--- src/rtl/alarm_pkg.sv ---
// Shared definitions for the alarm bank: channel state encoding,
// BCD time field layout and the BCD time validity check.
package alarm_pkg;

  typedef enum logic [1:0] {
    ST_IDLE   = 2'd0,
    ST_RING   = 2'd1,
    ST_SNOOZE = 2'd2
  } ch_state_t;

  // Field positions inside a 24-bit BCD HH:MM:SS word
  localparam int HH_MSB = 23;
  localparam int HH_LSB = 16;
  localparam int MM_MSB = 15;
  localparam int MM_LSB = 8;
  localparam int SS_MSB = 7;
  localparam int SS_LSB = 0;

  // Largest legal BCD hour and minute/second bytes
  localparam logic [7:0] MAX_HH = 8'h23;
  localparam logic [7:0] MAX_MS = 8'h59;

  // True when every digit is a decimal digit and each field is in range.
  // A byte with a decimal low digit can be range-checked as plain binary.
  function automatic logic bcd_time_valid(input logic [23:0] t);
    logic [7:0] hh;
    logic [7:0] mm;
    logic [7:0] ss;
    hh = t[HH_MSB:HH_LSB];
    mm = t[MM_MSB:MM_LSB];
    ss = t[SS_MSB:SS_LSB];
    return (hh[3:0] <= 4'h9) && (hh <= MAX_HH) &&
           (mm[3:0] <= 4'h9) && (mm <= MAX_MS) &&
           (ss[3:0] <= 4'h9) && (ss <= MAX_MS);
  endfunction

endpackage

--- src/rtl/alarm_channel.sv ---
// One alarm channel: stored alarm time, ring/snooze state machine,
// ring and snooze second counters and the per-event snooze count.
module alarm_channel
  import alarm_pkg::*;
#(
  parameter int RING_SECS   = 60,
  parameter int SNOOZE_SECS = 300,
  parameter int SNOOZE_MAX  = 3
) (
  input  logic        clk,
  input  logic        rst_n,
  input  logic        sec_tick,
  input  logic [23:0] cur_time,
  input  logic        wr_hit,
  input  logic [23:0] wr_data,
  input  logic        en,
  input  logic        dismiss,
  input  logic        snooze,
  output logic        ring_next,
  output logic        ringing
);

  // Counters are wide enough to hold their limit, so they never wrap early
  localparam int RW = (RING_SECS   > 1) ? $clog2(RING_SECS + 1)   : 1;
  localparam int WW = (SNOOZE_SECS > 1) ? $clog2(SNOOZE_SECS + 1) : 1;
  localparam int SW = (SNOOZE_MAX  > 0) ? $clog2(SNOOZE_MAX + 1)  : 1;

  localparam logic [RW-1:0] RING_LAST = RW'(RING_SECS - 1);
  localparam logic [WW-1:0] WAIT_LAST = WW'(SNOOZE_SECS - 1);
  localparam logic [SW-1:0] SNZ_LIMIT = SW'(SNOOZE_MAX);

  ch_state_t     state_reg,    state_next;
  logic [23:0]   time_reg,     time_next;
  logic [RW-1:0] ring_cnt_reg, ring_cnt_next;
  logic [WW-1:0] wait_cnt_reg, wait_cnt_next;
  logic [SW-1:0] snz_cnt_reg,  snz_cnt_next;

  // Next-state logic: a valid write beats everything, then dismiss/disable,
  // then the normal ring/snooze flow (snooze beats a same-cycle second tick).
  always_comb begin
    state_next    = state_reg;
    time_next     = time_reg;
    ring_cnt_next = ring_cnt_reg;
    wait_cnt_next = wait_cnt_reg;
    snz_cnt_next  = snz_cnt_reg;
    if (wr_hit) begin
      time_next    = wr_data;
      state_next   = ST_IDLE;
      snz_cnt_next = '0;
    end else if (dismiss || !en) begin
      state_next   = ST_IDLE;
      snz_cnt_next = '0;
    end else begin
      case (state_reg)
        ST_IDLE: begin
          if (sec_tick && (cur_time == time_reg)) begin
            state_next    = ST_RING;
            ring_cnt_next = '0;
          end
        end
        ST_RING: begin
          if (snooze) begin
            if (snz_cnt_reg < SNZ_LIMIT) begin
              state_next    = ST_SNOOZE;
              snz_cnt_next  = snz_cnt_reg + SW'(1);
              wait_cnt_next = '0;
            end else begin
              state_next   = ST_IDLE;
              snz_cnt_next = '0;
            end
          end else if (sec_tick) begin
            if (ring_cnt_reg == RING_LAST) begin
              state_next   = ST_IDLE;
              snz_cnt_next = '0;
            end else begin
              ring_cnt_next = ring_cnt_reg + RW'(1);
            end
          end
        end
        ST_SNOOZE: begin
          if (sec_tick) begin
            if (wait_cnt_reg == WAIT_LAST) begin
              state_next    = ST_RING;
              ring_cnt_next = '0;
            end else begin
              wait_cnt_next = wait_cnt_reg + WW'(1);
            end
          end
        end
        default: state_next = ST_IDLE;
      endcase
    end
  end

  // State, alarm time and counter registers
  always_ff @(posedge clk or negedge rst_n) begin
    if (!rst_n) begin
      state_reg    <= ST_IDLE;
      time_reg     <= '0;
      ring_cnt_reg <= '0;
      wait_cnt_reg <= '0;
      snz_cnt_reg  <= '0;
    end else begin
      state_reg    <= state_next;
      time_reg     <= time_next;
      ring_cnt_reg <= ring_cnt_next;
      wait_cnt_reg <= wait_cnt_next;
      snz_cnt_reg  <= snz_cnt_next;
    end
  end

  assign ring_next = (state_next == ST_RING);
  assign ringing   = (state_reg == ST_RING);

endmodule

--- src/rtl/alarm_bank.sv ---
// Multi-channel alarm bank: write decode with validity check, NUM_CH alarm
// channels, lowest-index ringing encoder and the LED blinker.
module alarm_bank
  import alarm_pkg::*;
#(
  parameter int NUM_CH      = 4,
  parameter int CH_W        = 2,
  parameter int LED_W       = 2,
  parameter int RING_SECS   = 60,
  parameter int SNOOZE_SECS = 300,
  parameter int SNOOZE_MAX  = 3
) (
  input  logic              clk,
  input  logic              rst_n,
  input  logic              sec_tick,
  input  logic [23:0]       cur_time,
  input  logic              alarm_wr,
  input  logic [CH_W-1:0]   alarm_sel,
  input  logic [23:0]       alarm_wdata,
  input  logic [NUM_CH-1:0] alarm_en,
  input  logic              dismiss,
  input  logic              snooze,
  input  logic              blink_tick,
  output logic [LED_W-1:0]  led,
  output logic [NUM_CH-1:0] ringing,
  output logic [CH_W-1:0]   active_ch,
  output logic              wr_err
);

  logic              sel_ok;
  logic              wr_ok;
  logic [NUM_CH-1:0] wr_hit;
  logic [NUM_CH-1:0] ring_next;
  logic [CH_W-1:0]   active_next;
  logic              multi_next;
  logic              phase_next;
  logic [LED_W-1:0]  led_next;

  logic              phase_reg;
  logic [LED_W-1:0]  led_reg;
  logic [CH_W-1:0]   active_reg;
  logic              wr_err_reg;

  assign sel_ok = (32'(alarm_sel) < NUM_CH);
  assign wr_ok  = alarm_wr && sel_ok && bcd_time_valid(alarm_wdata);

  generate
    for (genvar gi = 0; gi < NUM_CH; gi++) begin : g_ch
      assign wr_hit[gi] = wr_ok && (alarm_sel == CH_W'(gi));

      alarm_channel #(
        .RING_SECS   (RING_SECS),
        .SNOOZE_SECS (SNOOZE_SECS),
        .SNOOZE_MAX  (SNOOZE_MAX)
      ) u_ch (
        .clk       (clk),
        .rst_n     (rst_n),
        .sec_tick  (sec_tick),
        .cur_time  (cur_time),
        .wr_hit    (wr_hit[gi]),
        .wr_data   (alarm_wdata),
        .en        (alarm_en[gi]),
        .dismiss   (dismiss),
        .snooze    (snooze),
        .ring_next (ring_next[gi]),
        .ringing   (ringing[gi])
      );
    end
  endgenerate

  // Lowest-index ringer, blink phase and LED pattern, all computed from the
  // channels' next state so they line up with the registered ringing flags.
  always_comb begin
    active_next = '0;
    for (int i = NUM_CH - 1; i >= 0; i--) begin
      if (ring_next[i]) active_next = CH_W'(i);
    end
    multi_next = ((ring_next & (ring_next - NUM_CH'(1))) != '0);

    phase_next = phase_reg;
    if (ring_next == '0) phase_next = 1'b0;
    else if (blink_tick) phase_next = ~phase_reg;

    led_next = '0;
    if (ring_next != '0) begin
      if ((LED_W == 1) || !multi_next) begin
        led_next = {LED_W{phase_next}};
      end else begin
        for (int b = 0; b < LED_W; b++) begin
          led_next[b] = ((b % 2) == 1) ? ~phase_next : phase_next;
        end
      end
    end
  end

  // Output and blink-phase registers
  always_ff @(posedge clk or negedge rst_n) begin
    if (!rst_n) begin
      phase_reg  <= 1'b0;
      led_reg    <= '0;
      active_reg <= '0;
      wr_err_reg <= 1'b0;
    end else begin
      phase_reg  <= phase_next;
      led_reg    <= led_next;
      active_reg <= active_next;
      wr_err_reg <= alarm_wr && !wr_ok;
    end
  end

  assign led       = led_reg;
  assign active_ch = active_reg;
  assign wr_err    = wr_err_reg;

endmodule

--- config.mk ---
export PLATFORM = sky130hd
export DESIGN_NAME = alarm_bank
export DESIGN_NICKNAME = d
export VERILOG_FILES = /design/src/rtl/alarm_pkg.sv /design/src/rtl/alarm_channel.sv /design/src/rtl/alarm_bank.sv
export SDC_FILE = /design/constraint.sdc
export NUM_CORES = 1
export LEC_CHECK = 0
export ABC_AREA = 1
export CORE_MARGIN = 5
export CORE_UTILIZATION = 64
export CTS_BUF_LIST = sky130_fd_sc_hd__clkbuf_16
export CTS_CLUSTER_SIZE = 16
export DETAILED_ROUTE_END_ITERATION = 8
export PLACE_DENSITY = 0.86
export SLEW_MARGIN = 20
export SYNTH_ARGS = -nofsm -noshare
export SYNTH_HDL_FRONTEND = slang
export SYNTH_SLANG_ARGS = --single-unit
--- constraint.sdc ---
create_clock -name clk -period 3.5 [get_ports clk]
set_input_delay 0.7 -clock clk [delete_from_list [all_inputs] [get_ports clk]]
set_output_delay 0.7 -clock clk [all_outputs]
set_load 0.01 [all_outputs]
==> impl_metrics.sql, run 1 <==
INSERT INTO impl_metrics (metric_group, metric, value, unit) VALUES
('cells_and_area', 'diodes', '0', ''),
('route', 'drc', '0', ''),
('synth', 'synth_register_bits', '177', ''),
('clock_network', 'cts_hold_buffers', '0', ''),
('synth', 'synthesis.area', '0.0101', 'sq mm'),
('cells_and_area', 'max_reg_flops', '96', ''),
('grt', 'gr-total-overflow', '0', ''),
('synth', 'synthesis.yosys.warnings', '0', ''),
('grt', 'first_global_vias', '8728', ''),
('clock_network', 'post_cts_resize_count', '0', ''),
('run_status', 'status', 'completed', ''),
('placed_design', 'port_buffers', '69', ''),
('grt', 'grt_antenna_before_repair', '1', ''),
('cells_and_area', 'finalNonFillerCells', '1654', ''),
('worst_setup_path', 'critical_path.max_fanout', '12', ''),
('cells_and_area', 'postLayoutCoreUtil', '0.758', ''),
('route', 'drtPass1Iterations', '7', ''),
('route', 'drt-vias-per-instance', '5.46', ''),
('grt', 'gr-usage-all-layers', '0.284', ''),
('timing', 'max_freq', '359', 'MHz'),
('worst_setup_path', 'critical_path.startpoint_type', 'primary input', ''),
('timing', 'post_route_setup_tns', '0', 'ps'),
('route', 'wl_per_cell', '15.2', 'microns'),
('timing', 'tightestPinTransition', '619', 'ps'),
('floorplan', 'core.rowCount', '45', ''),
('clock_network', 'tritoncts_clock_tree', 'built', ''),
('worst_hold_path', 'hold_path.class', 'in2async', ''),
('job', 'max-cap-violations', '0', ''),
('power', 'power_density', '383', 'mW/mm^2'),
('worst_setup_path', 'path_buf_inv', '2', ''),
('worst_setup_path', 'cp_slowest_stage_delay', '490', 'ps'),
('cells_and_area', 'fillCellCount', '1109', ''),
('timing', 'final.hold.worst_slack', '215', 'ps'),
('worst_setup_path', 'worstPathCellList', 'clkdlybuf4s50_1 -> o21ai_0 -> nand2_1 -> nor2_4 -> nand4_4 -> nand2_2 -> nor2_2 -> inv_1 -> nor2_1 -> nand3_1 -> xor2_1 -> nor2_1', ''),
('synth', 'synth.net_count', '1431', ''),
('clock_network', 'cts_inserted_buffers', '17', ''),
('worst_setup_path', 'crit_path_end_kind', 'flop', ''),
('worst_setup_path', 'cpMostUsedCell', 'sky130_fd_sc_hd__nor2_1', ''),
('route', 'first_iter_violations', '895', ''),
('clock_network', 'cts.root.buffer_cell', 'sky130_fd_sc_hd__clkbuf_16', ''),
('cells_and_area', 'area_added_between_synthesis_and_finish', '15.3', '%'),
('placed_design', 'place.detailed.hpwl', '18000', 'microns'),
('floorplan', 'floorplan.initialDensity', '0.658', ''),
('placed_design', 'routabilityCongestion', '0.888', ''),
('worst_setup_path', 'critical-path-top-delay-family', 'simple AND/OR/NAND/NOR gates', ''),
('grt', 'first_pass_grt_wire_length', '41500', 'microns'),
('clock_network', 'insertion_delay_to_the_later_sink_of_the_worst_skew_pair', '440', 'ps'),
('worst_setup_path', 'timing_worst_setup_path_type', 'in2reg', ''),
('power', 'ir_worst_vdd', '0.000389', 'V'),
('clock_network', 'cts_setup_buffers', '0', ''),
('timing', 'final_hold_viol_count', '0', ''),
('synth', 'post_synth_num_cell_types', '52', ''),
('timing', 'drv_slew', '0', ''),
('synth', 'synthesis.instances', '1358', ''),
('route', 'via_count', '9026', ''),
('worst_setup_path', 'cpMaxStageDelayCell', 'sky130_fd_sc_hd__clkdlybuf4s50_1', ''),
('synth', 'postSynth.topFlopCell', 'sky130_fd_sc_hd__dfrtp_1', ''),
('synth', 'seq_area_frac_synth', '0.440', ''),
('timing', 'unrepaired_setup_endpoints_after_global_routing', 'no', ''),
('synth', 'synthArstFlopShare', '1.00', ''),
('floorplan', 'die_height', '135', 'microns'),
('synth', 'syn_area_per_cell', '7.42', 'sq um'),
('cells_and_area', 'layout-drive-gt1-share', '0.0762', ''),
('route', 'final_antenna_net_count', '0', ''),
('floorplan', 'die_footprint', '0.0183', 'sq mm'),
('worst_setup_path', 'critical_path_required', '3820', 'ps'),
('timing', 'finalSetupViolCount', '0', ''),
('synth', 'synth-edff-count', '0', ''),
('power', 'power_leakage', '6.08', 'nW'),
('cells_and_area', 'num-nets-final', '1503', ''),
('route', 'finalWirelength', '25200', 'microns');
[worst reg2reg max path, delay by kind of cell (launching register included)]
family	cells	cell delay, ps
simple gates	6	1130
flops	1	480
buf+inv	1	120
compound gates	2	250
xor+xnor	1	150
[power breakdown]
group	internal, mW	switching [mW]
sequential	2.08	0.0208
combinational	0.131	0.214
clock	1.19	0.814
[synthesized netlist by cell type, types with 3 or more instances]
master,n,area share
sky130_fd_sc_hd__a21oi_1,23,0.011
sky130_fd_sc_hd__a21oi_2,3,0.0026
sky130_fd_sc_hd__a31oi_1,3,0.0019
sky130_fd_sc_hd__buf_2,9,0.0045
sky130_fd_sc_hd__buf_4,5,0.0037
sky130_fd_sc_hd__buf_6,3,0.0034
sky130_fd_sc_hd__clkbuf_1,8,0.0030
sky130_fd_sc_hd__dfrtp_1,177,0.44
sky130_fd_sc_hd__ha_1,12,0.015
sky130_fd_sc_hd__inv_1,189,0.070
sky130_fd_sc_hd__inv_2,20,0.0075
sky130_fd_sc_hd__nand2_1,462,0.17
sky130_fd_sc_hd__nand2_2,11,0.0068
sky130_fd_sc_hd__nand2_4,3,0.0034
sky130_fd_sc_hd__nand3_1,50,0.025
sky130_fd_sc_hd__nand3_2,4,0.0040
sky130_fd_sc_hd__nand4_1,24,0.015
sky130_fd_sc_hd__nand4_4,4,0.0084
sky130_fd_sc_hd__nor2_1,99,0.037
sky130_fd_sc_hd__nor2_2,5,0.0031
sky130_fd_sc_hd__nor2_4,6,0.0067
sky130_fd_sc_hd__nor3_1,17,0.0084
sky130_fd_sc_hd__nor4_1,3,0.0019
sky130_fd_sc_hd__o211ai_1,3,0.0022
sky130_fd_sc_hd__o21ai_0,108,0.054
sky130_fd_sc_hd__o21ai_1,9,0.0045
sky130_fd_sc_hd__o31ai_1,16,0.012
sky130_fd_sc_hd__xnor2_1,25,0.022
sky130_fd_sc_hd__xor2_1,29,0.025
[metal layers]
metal	vias up	track usage	routed length, microns
met5	-	0	9
met4	2	0.118	916
met2	343	0.467	11900
met3	73	0.0546	1630
met1	4223	0.368	10700
li1	4385	-	-
[layout by cell type, fill, tap and decap left out, drive strengths merged, types with 2 or more instances in the layout]
cell,n
dfrtp,177
a21oi,26
o211ai,3
xnor2,25
buf,12
bufinv,4
o21ai,119
nor4,4
o2111ai,2
clkbuf,17
clkinv,10
clkdlybuf4s50,68
xor2,29
nor3,18
nand4,28
ha,12
a21boi,2
nand2,476
o31ai,16
inv,212
a31oi,4
nor2,111
nand3,55
or2,3
[per-stage QoR]
stage	power [mW]	setup WS, ps
2_1_floorplan	2.28	1410
6_report	4.45	712
5_1_grt	4.57	603
3_5_place_dp	2.48	366
3_3_place_gp	2.47	416
4_1_cts	4.45	794
[area by class of cell]
type                            instances  area [sq um]  area share
Clock buffer                           17           425      0.0366
Clock inverter                         15           193      0.0166
Inverter                              212           797      0.0687
Multi-Input combinational cell        942          4690       0.404
Sequential cell                       177          4430       0.382
Tap cell                              211           264      0.0227
Timing Repair Buffer                   80           812      0.0700
[final timing paths]
path,start,endpoint,slack [ps],depth (start not counted)
worst min-delay path,rst_n,g_ch[3].u_ch.time_reg[12],210,1
min in group clk,g_ch[3].u_ch.time_reg[7],g_ch[3].u_ch.time_reg[7],490,2
worst max register to register,g_ch[1].u_ch.state_reg[1],g_ch[1].u_ch.wait_cnt_reg[8],1260,10
worst max-delay path,alarm_wdata[9],g_ch[1].u_ch.wait_cnt_reg[8],710,12
worst min register to register,g_ch[3].u_ch.time_reg[7],g_ch[3].u_ch.time_reg[7],490,2
max in group asynchronous,rst_n,g_ch[0].u_ch.ring_cnt_reg[5],2420,2
[cell families (layout without fill, tap and decap cells)]
group	after synthesis	after routing	synth area share
adder cells (fa/ha/maj)	12	12	0.0149
flip-flops	177	177	0.440
buffers and inverters	239	324	0.0947
AO/OA/AOI/OAI	178	178	0.101
multiplexers	1	1	0.000994
AND/OR/NAND/NOR	697	697	0.302
XOR/XNOR	54	54	0.0470
(Power assumes the default switching activity.)
==> run 2: changes to the inputs <==
--- a/config.mk
+++ b/config.mk
@@ -7,11 +7,11 @@
 export LEC_CHECK = 0
 export ABC_AREA = 1
 export CORE_MARGIN = 5
-export CORE_UTILIZATION = 64
+export CORE_UTILIZATION = 54
 export CTS_BUF_LIST = sky130_fd_sc_hd__clkbuf_16
 export CTS_CLUSTER_SIZE = 16
 export DETAILED_ROUTE_END_ITERATION = 8
-export PLACE_DENSITY = 0.86
+export PLACE_DENSITY = 0.77
 export SLEW_MARGIN = 20
 export SYNTH_ARGS = -nofsm -noshare
 export SYNTH_HDL_FRONTEND = slang
==> constraint.sdc (replaced) <==
create_clock -name clk -period 2.55 [get_ports clk]
set_input_delay 0.51 -clock clk [delete_from_list [all_inputs] [get_ports clk]]
set_output_delay 0.51 -clock clk [all_outputs]
set_load 0.01 [all_outputs]
==> impl_metrics.sql, run 2 (synthesized netlist as in run 1, its figures left out) <==
INSERT INTO impl_metrics (metric_group, metric, value, unit) VALUES
('clock_network', 'clock_tree.htree_level_count', '4', ''),
('placed_design', 'routabilityCongestion', '0.908', ''),
('route', 'wl_per_cell', '14.7', 'microns'),
('route', 'via_count', '9219', ''),
('power', 'power_share_of_the_sequential_group', '0.475', ''),
('power', 'power_switching_share', '0.263', ''),
('floorplan', 'io_pins', '70', ''),
('timing', 'skew', '15.5', 'ps'),
('floorplan', 'placeableCoreArea', '0.0185', 'sq mm'),
('placed_design', 'place_ws', '-146', 'ps'),
('cells_and_area', 'postLayoutCoreUtil', '0.657', ''),
('timing', 'finalSetupViolCount', '0', ''),
('timing', 'tightestPinTransition', '578', 'ps'),
('worst_setup_path', 'critical_path.startpoint_type', 'primary input', ''),
('cells_and_area', 'ff_latch_area', '0.00443', 'sq mm'),
('worst_setup_path', 'cp_data_arrival_time', '2670', 'ps'),
('clock_network', 'cts.root.buffer_cell', 'sky130_fd_sc_hd__clkbuf_16', ''),
('placed_design', 'port_buffers', '69', ''),
('cells_and_area', 'finish.instance_area', '0.0122', 'sq mm'),
('power', 'power_frac_clock', '0.440', ''),
('grt', 'gr-usage-all-layers', '0.244', ''),
('clock_network', 'insertion_delay_to_the_later_sink_of_the_worst_skew_pair', '440', 'ps'),
('placed_design', 'dpl_cell_area', '0.0116', 'sq mm'),
('timing', 'max_freq', '431', 'MHz'),
('floorplan', 'die_width', '147', 'microns'),
('cells_and_area', 'max_reg_flops', '96', ''),
('worst_setup_path', 'timing.rr.end', 'led[1]', ''),
('timing', 'post_route_setup_tns', '0', 'ps'),
('floorplan', 'die_height', '147', 'microns'),
('grt', 'grt_antenna_before_repair', '0', ''),
('worst_hold_path', 'hold_path.class', 'in2async', ''),
('worst_setup_path', 'crit_path_end_kind', 'flop', ''),
('clock_network', 'cts_inserted_buffers', '17', ''),
('job', 'max-cap-violations', '0', ''),
('clock_network', 'clock_sinks', '177', ''),
('timing', 'finalCriticalPeriod', '2320', 'ps'),
('cells_and_area', 'layout.cells.most_common_list', 'sky130_fd_sc_hd__nand2_1 (462), sky130_fd_sc_hd__inv_1 (189), sky130_fd_sc_hd__dfrtp_1 (177)', ''),
('clock_network', 'tritoncts_clock_tree', 'built', ''),
('power', 'ir_worst_vdd', '0.000468', 'V'),
('cells_and_area', 'fillCellCount', '1582', ''),
('cells_and_area', 'layout-drive-gt1-share', '0.119', ''),
('route', 'drt-vias-per-instance', '5.29', ''),
('floorplan', 'die_footprint', '0.0215', 'sq mm'),
('route', 'finalWirelength', '25700', 'microns'),
('route', 'first_iter_violations', '715', ''),
('worst_setup_path', 'timing_worst_setup_path_type', 'in2reg', ''),
('clock_network', 'post_cts_clock_slew_at_the_launch_and_capture_registers_of_the_worst_setup_and_hold_paths', '80', 'ps'),
('power', 'power_switching', '1.60', 'mW'),
('placed_design', 'place.detailed.hpwl', '18900', 'microns'),
('grt', 'grt_max_degree', '57', ''),
('timing', 'final.hold.worst_slack', '23.1', 'ps'),
('grt', 'first_global_vias', '8876', ''),
('cells_and_area', 'area_added_between_synthesis_and_finish', '20.7', '%'),
('timing', 'drv_slew', '0', ''),
('worst_setup_path', 'critical_path.reg2reg.startpoint', 'g_ch[3].u_ch.ring_cnt_reg[0]', ''),
('route', 'final_antenna_net_count', '0', ''),
('grt', 'gr-total-overflow', '0', ''),
('timing', 'final.period_utilization', '0.910', ''),
('power', 'power_density', '499', 'mW/mm^2'),
('timing', 'max_slew_margin_vs_limit', '0.615', ''),
('route', 'drtPass1Iterations', '5', ''),
('clock_network', 'cts.path.max_buffers', '2', ''),
('power', 'combPwrFrac', '0.085', ''),
('worst_setup_path', 'timing.reg2reg.setup_slack', '500', 'ps'),
('floorplan', 'floorplan.initialDensity', '0.544', ''),
('timing', 'setup_slack', '231', 'ps'),
('worst_setup_path', 'critical_path.endpoint', 'g_ch[1].u_ch.time_reg[9]', ''),
('run_status', 'status', 'completed', ''),
('cells_and_area', 'num-nets-final', '1569', ''),
('clock_network', 'cts_setup_buffers', '0', ''),
('route', 'drc', '0', ''),
('worst_setup_path', 'critical_path.max_fanout', '25', ''),
('cells_and_area', 'multi_input_area', '0.00469', 'sq mm'),
('power', 'power_leakage', '6.39', 'nW'),
('clock_network', 'cts_hold_buffers', '0', ''),
('cells_and_area', 'diodes', '0', ''),
('timing', 'final_hold_viol_count', '0', ''),
('worst_setup_path', 'critical_path_required', '2900', 'ps'),
('floorplan', 'core.rowCount', '50', ''),
('worst_setup_path', 'rr_worst_depth', '16', ''),
('worst_setup_path', 'timing.critical_path.from', 'alarm_wdata[9]', ''),
('clock_network', 'post_cts_resize_count', '0', ''),
('grt', 'first_pass_grt_wire_length', '42600', 'microns'),
('power', 'cellInternalPower', '4.47', 'mW'),
('cells_and_area', 'layout_commonest_cell', 'sky130_fd_sc_hd__nand2_1', ''),
('timing', 'unrepaired_setup_endpoints_after_global_routing', 'no', '');
-- run 2: worst min-delay path by stage --
| stage | from | endpoint | slack, ps | cells past startpoint |
|---|---|---|---|---|
| 2_1_floorplan | rst_n | active_ch[0] | 210 | 0 |
| 6_report | rst_n | g_ch[3].u_ch.wait_cnt_reg[5] | 20 | 1 |
| 4_1_cts | rst_n | g_ch[3].u_ch.wait_cnt_reg[5] | 60 | 1 |
| 3_5_place_dp | g_ch[3].u_ch.time_reg[15] | g_ch[3].u_ch.time_reg[15] | 480 | 2 |
| 3_3_place_gp | g_ch[0].u_ch.time_reg[7] | g_ch[0].u_ch.time_reg[7] | 470 | 2 |
| 5_1_grt | rst_n | g_ch[3].u_ch.wait_cnt_reg[5] | 90 | 1 |
-- run 2: worst max-delay path, cell delays in order --
cell and delay (ps):
sky130_fd_sc_hd__clkdlybuf4s50_1 410, sky130_fd_sc_hd__o21ai_0 400, sky130_fd_sc_hd__nand2_1 190, sky130_fd_sc_hd__nor2_4 150, sky130_fd_sc_hd__buf_12 140, sky130_fd_sc_hd__nand4_4 100
sky130_fd_sc_hd__buf_4 280, sky130_fd_sc_hd__inv_1 130, sky130_fd_sc_hd__buf_12 190, sky130_fd_sc_hd__nand2_1 70, sky130_fd_sc_hd__o21ai_0 90
-- run 2: power by group through the flow --
stage,registers [mW],logic [mW],clock network [mW]
finish,2.88,0.515,2.67
floorplan,2.93,0.202,0
global placement,2.93,0.505,0
CTS,2.88,0.518,2.68
detailed placement,2.93,0.513,0
global route,2.88,0.575,2.82
-- run 2: per-stage QoR --
step / instances / total power [mW]
floorplan: 1358 / 3.13
global placement: 1711 / 3.44
detailed placement: 1711 / 3.45
CTS: 1743 / 6.08
global route: 1743 / 6.28
finish: 1743 / 6.07
-- run 2: routing by layer --
layer	GRT usage	share of wire	vias to the layer above
met2	0.400	0.47	276
met4	0.0917	0.031	0
met3	0.0407	0.061	67
met1	0.326	0.44	4342
li1	-	-	4534
met5	0	0	-
-- run 2: cell type report --
type / instances / share of cell area
tap: 234 / 0.0241
inverter: 212 / 0.0656
sequential: 177 / 0.364
timing repair buffer: 146 / 0.112
clock buffer: 17 / 0.0350
multi-input combinational: 942 / 0.386
clock inverter: 15 / 0.0139
==> run 3: changes to the inputs <==
--- a/config.mk
+++ b/config.mk
@@ -7,11 +7,11 @@
 export LEC_CHECK = 0
 export ABC_AREA = 1
 export CORE_MARGIN = 5
-export CORE_UTILIZATION = 54
+export CORE_UTILIZATION = 38
 export CTS_BUF_LIST = sky130_fd_sc_hd__clkbuf_16
 export CTS_CLUSTER_SIZE = 16
 export DETAILED_ROUTE_END_ITERATION = 8
-export PLACE_DENSITY = 0.77
+export PLACE_DENSITY = 0.58
 export SLEW_MARGIN = 20
 export SYNTH_ARGS = -nofsm -noshare
 export SYNTH_HDL_FRONTEND = slang
==> impl_metrics.sql, run 3 (synthesized netlist as in run 1, its figures left out) <==
INSERT INTO impl_metrics (metric_group, metric, value, unit) VALUES
('worst_setup_path', 'crit_path_end_kind', 'output pin', ''),
('grt', 'gr-usage-all-layers', '0.184', ''),
('clock_network', 'clock_tree.htree_level_count', '4', ''),
('route', 'routed-wl-met3', '942', 'microns'),
('cells_and_area', 'max_reg_flops', '96', ''),
('power', 'power_frac_clock', '0.436', ''),
('cells_and_area', 'postLayoutCoreUtil', '0.476', ''),
('clock_network', 'tritoncts_clock_tree', 'built', ''),
('timing', 'drv_slew', '0', ''),
('clock_network', 'post_cts_clock_slew_at_the_launch_and_capture_registers_of_the_worst_setup_and_hold_paths', '70', 'ps'),
('worst_setup_path', 'critical_path_required', '2040', 'ps'),
('cells_and_area', 'layout-drive-gt1-share', '0.127', ''),
('power', 'ir_worst_vdd', '0.000407', 'V'),
('timing', 'final.hold.worst_slack', '487', 'ps'),
('job', 'max-cap-violations', '0', ''),
('route', 'route.top_layer_used', 'met4', ''),
('timing', 'final.period_utilization', '0.885', ''),
('grt', 'grt_max_degree', '67', ''),
('clock_network', 'clock_sinks', '177', ''),
('power', 'power_leakage', '6.46', 'nW'),
('timing', 'max_slew_margin_vs_limit', '0.676', ''),
('clock_network', 'post_cts_resize_count', '0', ''),
('route', 'wirelength_met1', '12700', 'microns'),
('route', 'via_count', '8865', ''),
('cells_and_area', 'finalNonFillerCells', '1860', ''),
('floorplan', 'die_width', '173', 'microns'),
('route', 'finalWirelength', '26700', 'microns'),
('placed_design', 'place_inst', '1827', ''),
('clock_network', 'cts.path.max_buffers', '2', ''),
('route', 'met2_length', '12600', 'microns'),
('worst_hold_path', 'min_path_cells', '2', ''),
('power', 'power_share_of_the_sequential_group', '0.475', ''),
('worst_setup_path', 'critical_path.startpoint_type', 'flop', ''),
('worst_setup_path', 'timing_worst_setup_path_type', 'reg2out', ''),
('route', 'drc', '0', ''),
('worst_setup_path', 'critical_path.max_fanout', '7', ''),
('floorplan', 'placeableCoreArea', '0.0261', 'sq mm'),
('cells_and_area', 'diodes', '0', ''),
('power', 'power_density', '488', 'mW/mm^2'),
('clock_network', 'insertion_delay_to_the_later_sink_of_the_worst_skew_pair', '450', 'ps'),
('placed_design', 'port_buffers', '69', ''),
('floorplan', 'die_height', '173', 'microns'),
('clock_network', 'cts.root.buffer_cell', 'sky130_fd_sc_hd__clkbuf_16', ''),
('power', 'power', '6.05', 'mW'),
('grt', 'grt_antenna_before_repair', '0', ''),
('floorplan', 'floorplan.initialDensity', '0.386', ''),
('timing', 'finalCriticalPeriod', '2260', 'ps'),
('clock_network', 'cts_inserted_buffers', '17', ''),
('cells_and_area', 'layout_commonest_cell', 'sky130_fd_sc_hd__nand2_1', ''),
('power', 'cellInternalPower', '4.40', 'mW'),
('timing', 'tightestPinTransition', '481', 'ps'),
('worst_setup_path', 'cp_data_arrival_time', '1750', 'ps'),
('cells_and_area', 'area_added_between_synthesis_and_finish', '23.2', '%'),
('worst_setup_path', 'rr_worst_depth', '13', ''),
('route', 'drtPass1Iterations', '5', ''),
('placed_design', 'routabilityCongestion', '0.847', ''),
('power', 'power_switching', '1.65', 'mW'),
('power', 'power_switching_share', '0.273', ''),
('timing', 'final_hold_viol_count', '0', ''),
('run_status', 'status', 'completed', ''),
('route', 'wl_per_cell', '14.4', 'microns'),
('route', 'first_iter_violations', '592', ''),
('floorplan', 'core.rowCount', '59', ''),
('placed_design', 'place.detailed.hpwl', '20000', 'microns'),
('route', 'final_antenna_net_count', '0', ''),
('timing', 'finalSetupViolCount', '0', ''),
('route', 'drt-vias-per-instance', '4.77', ''),
('grt', 'gr-total-overflow', '0', ''),
('power', 'combPwrFrac', '0.089', ''),
('floorplan', 'io_pins', '70', ''),
('grt', 'first_global_vias', '8712', ''),
('timing', 'skew', '15.8', 'ps'),
('grt', 'first_pass_grt_wire_length', '45100', 'microns'),
('floorplan', 'die_footprint', '0.0299', 'sq mm'),
('timing', 'max_freq', '443', 'MHz'),
('timing', 'unrepaired_setup_endpoints_after_global_routing', 'no', ''),
('worst_hold_path', 'hold_path.class', 'reg2reg', ''),
('cells_and_area', 'num-nets-final', '1585', ''),
('cells_and_area', 'layout.cells.most_common_list', 'sky130_fd_sc_hd__nand2_1 (462), sky130_fd_sc_hd__inv_1 (189), sky130_fd_sc_hd__dfrtp_1 (177)', '');
[run 3: worst max-delay path, cell delays in order (launching register included)]
cell,delay [ps]
sky130_fd_sc_hd__dfrtp_1,480
sky130_fd_sc_hd__nor2_4,250
sky130_fd_sc_hd__clkdlybuf4s50_1,590
[run 3: final timing paths]
kind | slack [ps] | end | from
setup / recovery | 290 | ringing[1] | g_ch[1].u_ch.state_reg[1]
hold / removal | 490 | g_ch[3].u_ch.ring_cnt_reg[5] | g_ch[3].u_ch.ring_cnt_reg[5]
setup reg to reg | 560 | phase_reg | g_ch[3].u_ch.ring_cnt_reg[0]
hold reg to reg | 490 | g_ch[3].u_ch.ring_cnt_reg[5] | g_ch[3].u_ch.ring_cnt_reg[5]
max in group asynchronous | 1260 | g_ch[3].u_ch.time_reg[8] | rst_n
min in group asynchronous | 520 | g_ch[3].u_ch.ring_cnt_reg[0] | rst_n
[run 3: area by class of cell]
cell class	instances	area [sq um]
fill	2614	13700
multi-input combinational	942	4690
sequential	177	4430
timing repair buffer	162	1480
inverter	212	797
clock buffer	17	425
tap	335	419
clock inverter	15	165
[run 3: repair_timing]
item                                    in CTS  in global routing
hold buffers                                 1                  0
buffers inserted                             0                  0
endpoints found under the setup margin       0                  0
endpoints found under the hold margin       25                  0
[run 3: through the flow]
stage	setup TNS (ps)	worst slack (ps)	area, sq um
2_1_floorplan	0	651	10100
3_3_place_gp	-4760	-141	11800
3_5_place_dp	-7630	-133	11800
4_1_cts	0	279	12400
5_1_grt	0	165	12400
6_report	0	293	12400
[run 3: power by group through the flow]
stage / clock (mW) / combinational [mW] / sequential, mW
final: 2.64 / 0.538 / 2.88
after detailed placement: 0 / 0.542 / 2.93
after CTS: 2.71 / 0.547 / 2.88
after global routing: 2.84 / 0.604 / 2.88
after global placement: 0 / 0.540 / 2.93
after floorplan: 0 / 0.202 / 2.93
[run 3: metal layers]
layer | vias up | GRT usage
met2 | 151 | 0.304
li1 | 4556 | -
met3 | 24 | 0.0301
met5 | - | 0
met4 | 0 | 0.0481
met1 | 4134 | 0.254
